==> config.mk <==
export PLATFORM = sky130hd
export DESIGN_NAME = add_controller_flat
export DESIGN_NICKNAME = d
export VERILOG_FILES = /design/src/rtl/add_controller_if.sv /design/src/rtl/add_controller.sv /design/src/flat_wrapper.sv
export SDC_FILE = /design/constraint.sdc
export NUM_CORES = 1
export LEC_CHECK = 0
export CORE_AREA = 3 3 48 50
export DETAILED_ROUTE_END_ITERATION = 8
export DIE_AREA = 0 0 51 53
export PLACE_DENSITY = 0.91
export SYNTH_ARGS = -nofsm -noshare
export SYNTH_HDL_FRONTEND = slang
export SYNTH_SLANG_ARGS = --single-unit
export TNS_END_PERCENT = 1
==> constraint.sdc <==
create_clock -name CLK -period 2.79 [get_ports CLK]
set_input_delay 0.4185 -clock CLK [delete_from_list [all_inputs] [get_ports CLK]]
set_output_delay 0.4185 -clock CLK [all_outputs]
set_load 0.05 [all_outputs]
==> src/rtl/add_controller_if.sv <==
// add_controller_if
//   Bundles the controller's request/control/result signals.
//   slave  : seen by the controller (takes start, n, dp_result; drives the rest).
//   master : seen by the upstream/testbench side.
//   Signals: start, n[CNT_W], dp_result[6] toward the controller;
//            enx, eny, sa, sb, sy, busy, done, result[6] from the controller.
interface add_controller_if #(
  parameter int CNT_W = 4
);
  logic             start;
  logic [CNT_W-1:0] n;
  logic [5:0]       dp_result;
  logic             enx;
  logic             eny;
  logic             sa;
  logic             sb;
  logic             sy;
  logic             busy;
  logic             done;
  logic [5:0]       result;

  modport slave (
    input  start, n, dp_result,
    output enx, eny, sa, sb, sy, busy, done, result
  );

  modport master (
    output start, n, dp_result,
    input  enx, eny, sa, sb, sy, busy, done, result
  );
endinterface

==> src/rtl/add_controller.sv <==
// add_controller
//   Sequencing FSM for the 6-bit adder datapath. On start it runs
//   x = a + b, y = a + 3, then x += y n times, then captures x + 3 into result
//   and pulses done for one cycle.
//   Ports:
//     CLK  - clock, rising edge
//     RST  - synchronous active-high reset
//     bus  - add_controller_if.slave: start, n, dp_result in;
//            enx, eny, sa, sb, sy, busy, done, result out
//   CNT_W must match the CNT_W of the connected interface instance.
module add_controller #(
  parameter int CNT_W = 4
) (
  input logic            CLK,
  input logic            RST,
  add_controller_if.slave bus
);

  localparam int DATA_W = 6;

  typedef enum logic [2:0] {
    IDLE = 3'd0,
    LDX  = 3'd1,
    LDY  = 3'd2,
    ITER = 3'd3,
    OUT  = 3'd4,
    DONE = 3'd5
  } state_t;

  typedef struct packed {
    logic enx;
    logic eny;
    logic sa;
    logic sb;
    logic sy;
    logic busy;
    logic done;
  } ctl_t;

  state_t            state;
  logic [CNT_W-1:0]  cnt;
  logic [DATA_W-1:0] result;
  ctl_t              ctl;

  // Moore decode of a state. Outputs are registered by decoding the state
  // being entered, so they always equal decode(state) in the current cycle.
  function automatic ctl_t decode(input state_t s);
    ctl_t c;
    c = '0;
    case (s)
      LDX:  begin c.sa = 1'b1; c.sb = 1'b1; c.enx = 1'b1; c.busy = 1'b1; end
      LDY:  begin c.sa = 1'b1; c.eny = 1'b1; c.busy = 1'b1; end
      ITER: begin c.sy = 1'b1; c.enx = 1'b1; c.busy = 1'b1; end
      OUT:  c.busy = 1'b1;
      DONE: begin c.busy = 1'b1; c.done = 1'b1; end
      default: c = '0;
    endcase
    return c;
  endfunction

  always_ff @(posedge CLK) begin
    if (RST) begin
      state  <= IDLE;
      cnt    <= '0;
      result <= '0;
      ctl    <= '0;
    end else begin
      case (state)
        IDLE: begin
          if (bus.start) begin
            state <= LDX;
            ctl   <= decode(LDX);
            cnt   <= bus.n;
          end
        end
        LDX: begin
          state <= LDY;
          ctl   <= decode(LDY);
        end
        LDY: begin
          if (cnt != '0) begin
            state <= ITER;
            ctl   <= decode(ITER);
          end else begin
            state <= OUT;
            ctl   <= decode(OUT);
          end
        end
        ITER: begin
          // Leaving on cnt == 1 gives exactly n ITER cycles with no wrap,
          // even for n = 2^CNT_W - 1.
          cnt <= cnt - 1'b1;
          if (cnt == CNT_W'(1)) begin
            state <= OUT;
            ctl   <= decode(OUT);
          end
        end
        OUT: begin
          result <= bus.dp_result;
          state  <= DONE;
          ctl    <= decode(DONE);
        end
        DONE: begin
          state <= IDLE;
          ctl   <= decode(IDLE);
        end
        default: begin
          state <= IDLE;
          ctl   <= '0;
        end
      endcase
    end
  end

  assign bus.enx    = ctl.enx;
  assign bus.eny    = ctl.eny;
  assign bus.sa     = ctl.sa;
  assign bus.sb     = ctl.sb;
  assign bus.sy     = ctl.sy;
  assign bus.busy   = ctl.busy;
  assign bus.done   = ctl.done;
  assign bus.result = result;

endmodule
==> src/flat_wrapper.sv <==
// flat-port wrapper written by rule: the top's interface ports become plain ports
module add_controller_flat 
#(
  parameter int CNT_W = 4
)
  (CLK, RST, bus_start, bus_n, bus_dp_result, bus_enx, bus_eny, bus_sa, bus_sb, bus_sy, bus_busy, bus_done, bus_result);
  add_controller_if #(.CNT_W(CNT_W)) bus_i ();
  input logic CLK;
  input logic RST;
  input wire logic [$bits(bus_i.start)-1:0] bus_start;
  input wire logic [$bits(bus_i.n)-1:0] bus_n;
  input wire logic [$bits(bus_i.dp_result)-1:0] bus_dp_result;
  output wire logic [$bits(bus_i.enx)-1:0] bus_enx;
  output wire logic [$bits(bus_i.eny)-1:0] bus_eny;
  output wire logic [$bits(bus_i.sa)-1:0] bus_sa;
  output wire logic [$bits(bus_i.sb)-1:0] bus_sb;
  output wire logic [$bits(bus_i.sy)-1:0] bus_sy;
  output wire logic [$bits(bus_i.busy)-1:0] bus_busy;
  output wire logic [$bits(bus_i.done)-1:0] bus_done;
  output wire logic [$bits(bus_i.result)-1:0] bus_result;
  assign bus_i.start = bus_start;
  assign bus_i.n = bus_n;
  assign bus_i.dp_result = bus_dp_result;
  assign bus_enx = bus_i.enx;
  assign bus_eny = bus_i.eny;
  assign bus_sa = bus_i.sa;
  assign bus_sb = bus_i.sb;
  assign bus_sy = bus_i.sy;
  assign bus_busy = bus_i.busy;
  assign bus_done = bus_i.done;
  assign bus_result = bus_i.result;
  add_controller #(.CNT_W(CNT_W)) u_core (.CLK(CLK), .RST(RST), .bus(bus_i));
endmodule
# Yosys cells after proc, flatten, opt, wreduce, memory -nomap -nowiden
# Index checks and enable logic that the tools add are counted.
[classes] n_addsub=1 eq_ne=7 n_mux=10 n_reduce_logical=5
[ops] op="$pmux 7 s5" n=1
[ops] op="$mux 7" n=3
[ops] op="$pmux 3 s5" n=1
[ops] op="$mux 3" n=3
[ops] op="$pmux 4 s2" n=1
[ops] op="$eq 3x2->1 const B" n=2
[ops] op="$eq 4x1->1 const B" n=1
[ops] op="$mux 4" n=1
[ops] op="$reduce_and 2->1" n=2
[ops] op="$reduce_bool 4->1" n=1
[ops] op="$sub 4x1->4 const B" n=1
[ops] op="$eq 3x1->1 const B" n=1
[ops] op="$eq 3x3->1 const B" n=1
[ops] op="$logic_not 3->1" n=1
[ops] op="$ne 2x1->1 const B" n=1
[ops] op="$ne 2x2->1 const B" n=1
[ops] op="$reduce_bool 2->1" n=1
[totals] register_bits=20 in_bits=13 out_inout_bits=13 word_cells=33

# Depth between registers and ports, before layout
# Gate-level depths: netlist of run 1.
[logic_depth] depth_word=3 depth_mapped=5 mapped_depth_nobuf=5

# Worst setup path after synthesis of run 1
# OpenSTA, ideal clock, no wires.
[synth_path] kind="reg2reg" start="register u_core.cnt[1]" end="register u_core.ctl, in the netlist u_core.bus.enx" setup_time_ns=0.134 arrival_time_ns=1.348 required_ns=2.656 path_slack_ns=1.308 stages_incl_launch_ff=6 path_buffers=0 period_less_slack_ns=1.482 path_cell_list="dfxtp_1 > inv_1 > ha_1 > or3b_2 > a221oi_1 > a211oi_1"
[synth_via] elab_chain_cells=3 word_cells_on_any_way=6 classes_between="eq/ne (2); mux (2); reduce/logical (2)"
[synth_rtl] element="from (decl)" line_no="add_controller.sv:41" text="logic [CNT_W-1:0] cnt;"
[synth_rtl] element="from (signal assigned)" line_no="add_controller.sv:73" text="cnt <= bus.n;"
[synth_rtl] element="from (signal assigned)" line_no="add_controller.sv:92" text="cnt <= cnt - 1'b1;"
[synth_rtl] element="$reduce_bool 4->1 or $eq 4x1->1 (tied branches)" line_no="add_controller.sv:81, add_controller.sv:93"
[synth_rtl] element="$mux 7 or $ne 2x1->1 (tied branches)"
[synth_rtl] element="$pmux 7 s5 or $reduce_and 2->1 (tied branches)"
[synth_rtl] element="to (signal assigned)" line_no="add_controller.sv:72" text="ctl <= decode(LDX);"
[synth_rtl] element="to (signal assigned)" line_no="add_controller.sv:83" text="ctl <= decode(ITER);"
[synth_rtl] element="to (signal assigned)" line_no="add_controller.sv:86" text="ctl <= decode(OUT);"
[synth_rtl] element="to (decl)" line_no="add_controller.sv:43" text="ctl_t ctl;"
# Several ways; a longest one is shown, not always the timed one.
# A chain may end at the register's enable or synchronous reset.

# Worst setup path in the final report of run 1
[layout_path] start="register u_core.ctl, in the netlist u_core.bus.sb" end="output bus_sb"
[layout_lines] element="from (signal assigned)" line_no="add_controller.sv:72"
[layout_lines] element="from (signal assigned)" line_no="add_controller.sv:78" text="ctl <= decode(LDY);"
[layout_lines] element="from (signal assigned)" line_no="add_controller.sv:83"
[layout_lines] element="to (decl)" line_no="flat_wrapper.sv:16" text="output wire logic [$bits(bus_i.sb)-1:0] bus_sb;"
# No word-level cell between the ends.

==> results of run 1 <==
-- cell families (layout without fill, tap and decap cells) --
group / Yosys count / in the layout
compound gates: 23 / 23
fa+ha+maj: 2 / 2
buf+inv: 12 / 35
flops: 20 / 20
mux: 8 / 8
simple gates: 38 / 38
-- power by group through the flow --
stage | combinational (mW) | clock [mW] | sequential, mW
6_report | 0.622 | 0.165 | 0.479
5_1_grt | 0.671 | 0.182 | 0.490
4_1_cts | 0.622 | 0.165 | 0.474
3_5_place_dp | 0.617 | 0 | 0.478
3_3_place_gp | 0.604 | 0 | 0.474
2_1_floorplan | 0.379 | 0 | 0.566
-- final cells by class --
type / instances / area (sq um) / area share
multi-input combinational: 71 / 500.5 / 0.4012
sequential: 20 / 400.4 / 0.3210
timing repair buffer: 26 / 257.7 / 0.2066
clock buffer: 4 / 36.28 / 0.02909
tap: 27 / 33.78 / 0.02708
inverter: 5 / 18.77 / 0.01505
-- stage by stage --
step	cell area (sq um)	worst slack (ns)	cells
5_1_grt	1247	0.8215	153
4_1_cts	1247	0.8644	153
3_5_place_dp	1211	0.8063	149
3_3_place_gp	1211	0.8699	149
2_1_floorplan	965.9	1.308	103
6_report	1247	0.8550	153
-- metal layers --
layer | track usage | wire length (um) | vias up | part of all wire
li1 | - | - | 422 | -
met1 | 0.1990 | 960 | 412 | 0.42
met2 | 0.3176 | 1142 | 31 | 0.50
met3 | 0.05070 | 161 | 0 | 0.071
met4 | 0.04036 | 0 | 0 | 0
met5 | 0 | 0 | - | 0
-- worst min-delay path, cell delays in order, from the launching register on --
cell and delay [ns]:
dfxtp_1 0.32, nand2_1 0.05, o21ai_0 0.06
-- how the worst max path moves through the flow --
stage	to	cells past startpoint	slack (ns)
3_5_place_dp	u_core.state[0]	3	0.81
6_report	bus_sb	1	0.85
2_1_floorplan	u_core.bus.enx	5	1.31
3_3_place_gp	u_core.cnt[2]	4	0.87
5_1_grt	bus_sy	1	0.82
4_1_cts	bus_sy	1	0.86
-- layout by cell type (no fill, tap or decap), types with 2 or more instances in the layout --
cell,count
inv_1,5
a31oi_1,2
clkbuf_4,3
nor3b_1,3
clkdlybuf4s50_1,25
or3b_2,2
nand3b_1,2
a221oi_1,2
nand2_1,8
nand3_1,3
a21oi_1,2
nor3_1,2
dfxtp_1,20
o21ai_0,2
nor2_1,9
o21a_1,2
ha_1,2
o22ai_1,2
mux2i_1,7
a211oi_1,3
-- sequential cells by signal, summed over array words and instances (netlist names) --
signal	flops
u_core.bus.result	6
u_core.cnt	4
u_core.state	3
u_core.bus.busy	1
u_core.bus.done	1
u_core.bus.enx	1
u_core.bus.eny	1
u_core.bus.sa	1
u_core.bus.sb	1
u_core.bus.sy	1
==> run_results.csv, run 1 <==
group,metric,value,unit
status,status,"complete, no violations",
critical_path,cp.required,2.37,ns
floorplan,die_w,51,um
floorplan,start_util,0.4974,
yosys,yosysWarnings,0,
grt,grt_pass1_vias,813,
floorplan,die_y,53,um
yosys,syn_area_per_cell,9.378,sq um
yosys,yosysSeqAreaShare,0.4145,
grt,grt_usage,0.1744,
cells_and_area,n_antenna_cell,0,
yosys,ys_ff_latch,20,
grt,grt_pass1_wl,3588,um
grt,grt_max_degree,20,
cells_and_area,fin_nets,142,
critical_path,reg2reg_to,"u_core.bus.enx",
critical_path,ff2ff_setup_slack,1.15,ns
min_path,hold_depth,2,
pwr,switching_share,0.4423,
cts,clk_latency,0.30,ns
critical_path,worst_path_max_delay_cell,"clkdlybuf4s50_1",
yosys,synth_most_common_cell,"dfxtp_1",
pwr,p_total,1.267,mW
yosys,synth_compound_area_frac,0.1826,
critical_path,worstSetupStartpoint,"u_core.bus.sb",
yosys,synth_cell_types,40,
cts,cts_tree,"done",
placed_design,port_buffers,25,
timing,relSlewSlack,0.5395,
yosys,syn-instance-count,103,
grt,antenna_found_initial,0,
critical_path,end_kind,"output pin",
yosys,ys.flop_type,"dfxtp_1",
floorplan,std_cell_rows,16,
route,remaining_drc_errors,0,
cts,cts.clk_slew.worst_paths,0.12,ns
pwr,seqPwrFrac,0.378,
pwr,ir_drop,559.9,uV
route,drtIter0Drc,28,
timing,hold_viol_final,0,
yosys,synthMuxAreaShare,0.08420,
yosys,yosysTopAreaCell,"dfxtp_1",
timing,rsz0062_at_grt,"no",
pwr,internal-power,0.7065,mW
yosys,synth_xor_area_frac,0,
pwr,power.share.clock,0.131,
yosys,postSynth.asyncResetShare,0,
cells_and_area,syn2layout_area_growth,29.15,%
pwr,power.density,1015,nW/um^2
yosys,synth_top_area_share,0.4145,
critical_path,cp.arrival,1.52,ns
critical_path,crit_path_start_kind,"flop",
route,viasPerCell,5.654,
critical_path,critical-path-max-stage-delay,0.82,ns
yosys,synth_fp_nets,118,
placed_design,gp_congestion,0.8920,
critical_path,critPathKind,"reg -> out",
yosys,synth-simple-area-share,0.2254,
cts,cts_made_buffers,3,
critical_path,ff2ff_path_depth,5,
cells_and_area,n_fill_cell,172,
critical_path,r2r-start,"u_core.cnt[0]",
pwr,leakage,0.4371,nW
timing,whs,0.4712,ns
route,avgRoutedWirePerCell,14.79,um
route,drt_pass1_iterations,4,
critical_path,cp_max_fo,3,
timing,clock_skew,0.01317,ns
cells_and_area,drive_above_1_share,0.1111,
timing,fin_crit_sh,0.6936,
cts,htree_levels,1,
cts,cts.sinks,20,
critical_path,crit_family,"buffers and inverters",
min_path,min-delay-start,"u_core.bus.sa",
critical_path,path_cells,"clkdlybuf4s50_1",
yosys,synth_adder_area_share,0.02591,
pwr,switchingPower,0.5602,mW
min_path,hp-class,"reg -> reg",
min_path,worstHoldEndpoint,"u_core.bus.sa",
timing,worst_slew_pin_slew,0.6886,ns
cts,holdBufCountCts,0,
cts,cts_setup_buffers,0,
cts,post_cts_resize_count,0,
yosys,netlist_top_cells_area,"dfxtp_1 41%, mux2i_1 7.3%, nor2_1 3.5%, nand2_1 3.1%, ha_1 2.6%",
flow_run,max_cap_violations,0,
timing,maxSlewViolCount,0,
route,dr_total_vias,865,
timing,min_period,1.935,ns
timing,fin_setup_tns,0,ns
floorplan,io-pin-count,26,
route,wl,2263,um
placed_design,place_hpwl,1593,um
pwr,combPwrFrac,0.491,
yosys,ys_top_cells_by_count,"20 x dfxtp_1, 9 x nor2_1, 8 x nand2_1",
floorplan,dieArea,2703,sq um
route,ant_nets,0,
floorplan,coreArea,1942,sq um
yosys,synth_area,965.9,sq um
critical_path,cp.buffers_inverters,1,
yosys,synth_top_family_by_area,"simple AND/OR/NAND/NOR gates",
timing,fmax,0.5168,GHz
timing,setup_viol_count_final,0,
grt,grt_overflow_total,0,
yosys,synth_edf_count,0,
cts,cts_buffer_depth,2,
cts,clockRootBuffer,"clkbuf_4",
cells_and_area,final_core_utilization,0.6424,
No activity file was read; power rests on OpenSTA's default activity.
==> run 2, diff against run 1 <==
--- a/config.mk
+++ b/config.mk
@@ -5,10 +5,10 @@
 export SDC_FILE = /design/constraint.sdc
 export NUM_CORES = 1
 export LEC_CHECK = 0
-export CORE_AREA = 3 3 48 50
+export CORE_AREA = 3 3 50 52
 export DETAILED_ROUTE_END_ITERATION = 8
-export DIE_AREA = 0 0 51 53
-export PLACE_DENSITY = 0.91
+export DIE_AREA = 0 0 53 55
+export PLACE_DENSITY = 0.85
 export SYNTH_ARGS = -nofsm -noshare
 export SYNTH_HDL_FRONTEND = slang
 export SYNTH_SLANG_ARGS = --single-unit
==> constraint.sdc (replaced) <==
create_clock -name CLK -period 1.8 [get_ports CLK]
set_input_delay 0.27 -clock CLK [delete_from_list [all_inputs] [get_ports CLK]]
set_output_delay 0.27 -clock CLK [all_outputs]
set_load 0.05 [all_outputs]
==> run 2 against run 1 <==
Net effect:
- worst setup slack got worse by 0.80 ns
- combinational power rose by 64%
- sequential cell count did not move
- first-iteration DRC count rose by 11%
==> run_results.csv, run 2 (synthesized netlist as in run 1, its figures left out) <==
group,metric,value,unit
cells_and_area,largest_reg_flops,6,
cts,cts.sinks,20,
cells_and_area,drive_above_1_share,0.1603,
critical_path,critPathKind,"reg -> out",
critical_path,crit_path_start_kind,"flop",
min_path,hp-class,"reg -> reg",
cells_and_area,fin_nets,147,
critical_path,cp.buffers_inverters,1,
timing,fmax,0.5745,GHz
timing,fin_crit_sh,0.9670,
route,viasPerCell,5.642,
cells_and_area,reg_top3,"u_core.bus.result x6, u_core.cnt x4, u_core.state x3",
cts,cts.clk_slew.worst_paths,0.12,ns
cells_and_area,final_core_utilization,0.5964,
grt,antenna_found_initial,0,
floorplan,die_w,53,um
route,dr_total_vias,897,
cells_and_area,seq_area,400.4,sq um
critical_path,crit_family,"buffers and inverters",
timing,fin_ws,0.05948,ns
pwr,p_total,2.007,mW
cts,clk_latency,0.30,ns
route,drt_pass1_iterations,4,
grt,grt_max_degree,17,
critical_path,cp.required,1.53,ns
cts,htree_levels,1,
cts,holdBufCountCts,0,
cells_and_area,multi_input_area,500.5,sq um
timing,setup_viol_count_final,0,
placed_design,place_inst,155,
critical_path,cp_max_fo,2,
cells_and_area,final_cell_mix,"23 x clkdlybuf4s50_1, 20 x dfxtp_1, 9 x nor2_1",
floorplan,std_cell_rows,17,
pwr,switching_share,0.4395,
placed_design,place_area,1245,sq um
cells_and_area,mostFrequentLayoutCell,"clkdlybuf4s50_1",
grt,grt_usage,0.1761,
critical_path,end_kind,"output pin",
cells_and_area,fin_area,1281,sq um
status,status,"complete, no violations",
floorplan,start_util,0.4496,
floorplan,io-pin-count,26,
cts,post_cts_resize_count,0,
cells_and_area,syn2layout_area_growth,32.64,%
cells_and_area,n_antenna_cell,0,
grt,grt_pass1_wl,3753,um
pwr,combPwrFrac,0.507,
pwr,power.share.clock,0.128,
cts,cts_setup_buffers,0,
grt,grt_overflow_total,0,
placed_design,gp_congestion,0.8951,
cells_and_area,n_fill_cell,195,
pwr,leakage,0.4659,nW
pwr,seqPwrFrac,0.365,
cts,cts_buffer_depth,2,
timing,clock_skew,0.01125,ns
grt,grt_pass1_vias,877,
floorplan,dieArea,2915,sq um
timing,hold_viol_final,0,
floorplan,die_y,55,um
route,wl,2333,um
timing,rsz0062_at_grt,"no",
timing,maxSlewViolCount,0,
flow_run,max_cap_violations,0,
placed_design,pre_cts_slack,-0.003650,ns
timing,fin_setup_tns,0,ns
timing,worst_slew_pin_slew,0.5105,ns
placed_design,place_hpwl,1709,um
placed_design,port_buffers,25,
pwr,switchingPower,0.8822,mW
pwr,ir_drop,848.5,uV
route,remaining_drc_errors,0,
cts,cts_made_buffers,3,
timing,min_period,1.741,ns
cells_and_area,max_flop_register,"u_core.bus.result",
cts,cts_tree,"done",
timing,relSlewSlack,0.6586,
route,drtIter0Drc,31,
critical_path,path_cells,"clkdlybuf4s50_1",
pwr,internal-power,1.125,mW
pwr,power.density,1567,nW/um^2
critical_path,critical-path-max-stage-delay,0.82,ns
route,avgRoutedWirePerCell,14.67,um
timing,whs,0.4682,ns
cells_and_area,fin_cells,159,
floorplan,coreArea,2148,sq um
critical_path,worst_path_max_delay_cell,"clkdlybuf4s50_1",
route,ant_nets,0,
cts,clockRootBuffer,"clkbuf_4",
critical_path,cp.arrival,1.47,ns
## run 2: cell type report
class,count,area share
Clock buffer,4,0.02832
Inverter,5,0.01465
Multi-Input combinational cell,71,0.3906
Sequential cell,20,0.3125
Tap cell,28,0.02734
Timing Repair Buffer,31,0.2266
## run 2: routing by layer
metal  global-route usage  wire (um)  vias to the layer above
li1                     -          -                      434
met1               0.1905        995                      433
met2               0.3182       1159                       28
met3              0.04826        162                        2
met4              0.08511         16                        0
met5                    0          0                        -
## run 2: power by group through the flow
stage                     clock network [mW]  registers, mW  logic [mW]
final                                  0.257          0.732        1.02
after global routing                   0.281          0.753        1.10
after CTS                              0.266          0.726        1.02
after detailed placement                   0          0.736        1.01
after global placement                     0          0.724       0.983
after floorplan                            0          0.878       0.587
## run 2: final timing paths
check	slack (ns)	depth (start not counted)	from	endpoint
setup / recovery	0.06	1	u_core.bus.result[1]	bus_result[1]
hold / removal	0.47	2	u_core.bus.done	u_core.bus.done
setup reg to reg	0.15	5	u_core.cnt[1]	u_core.bus.enx
hold reg to reg	0.47	2	u_core.bus.done	u_core.bus.done
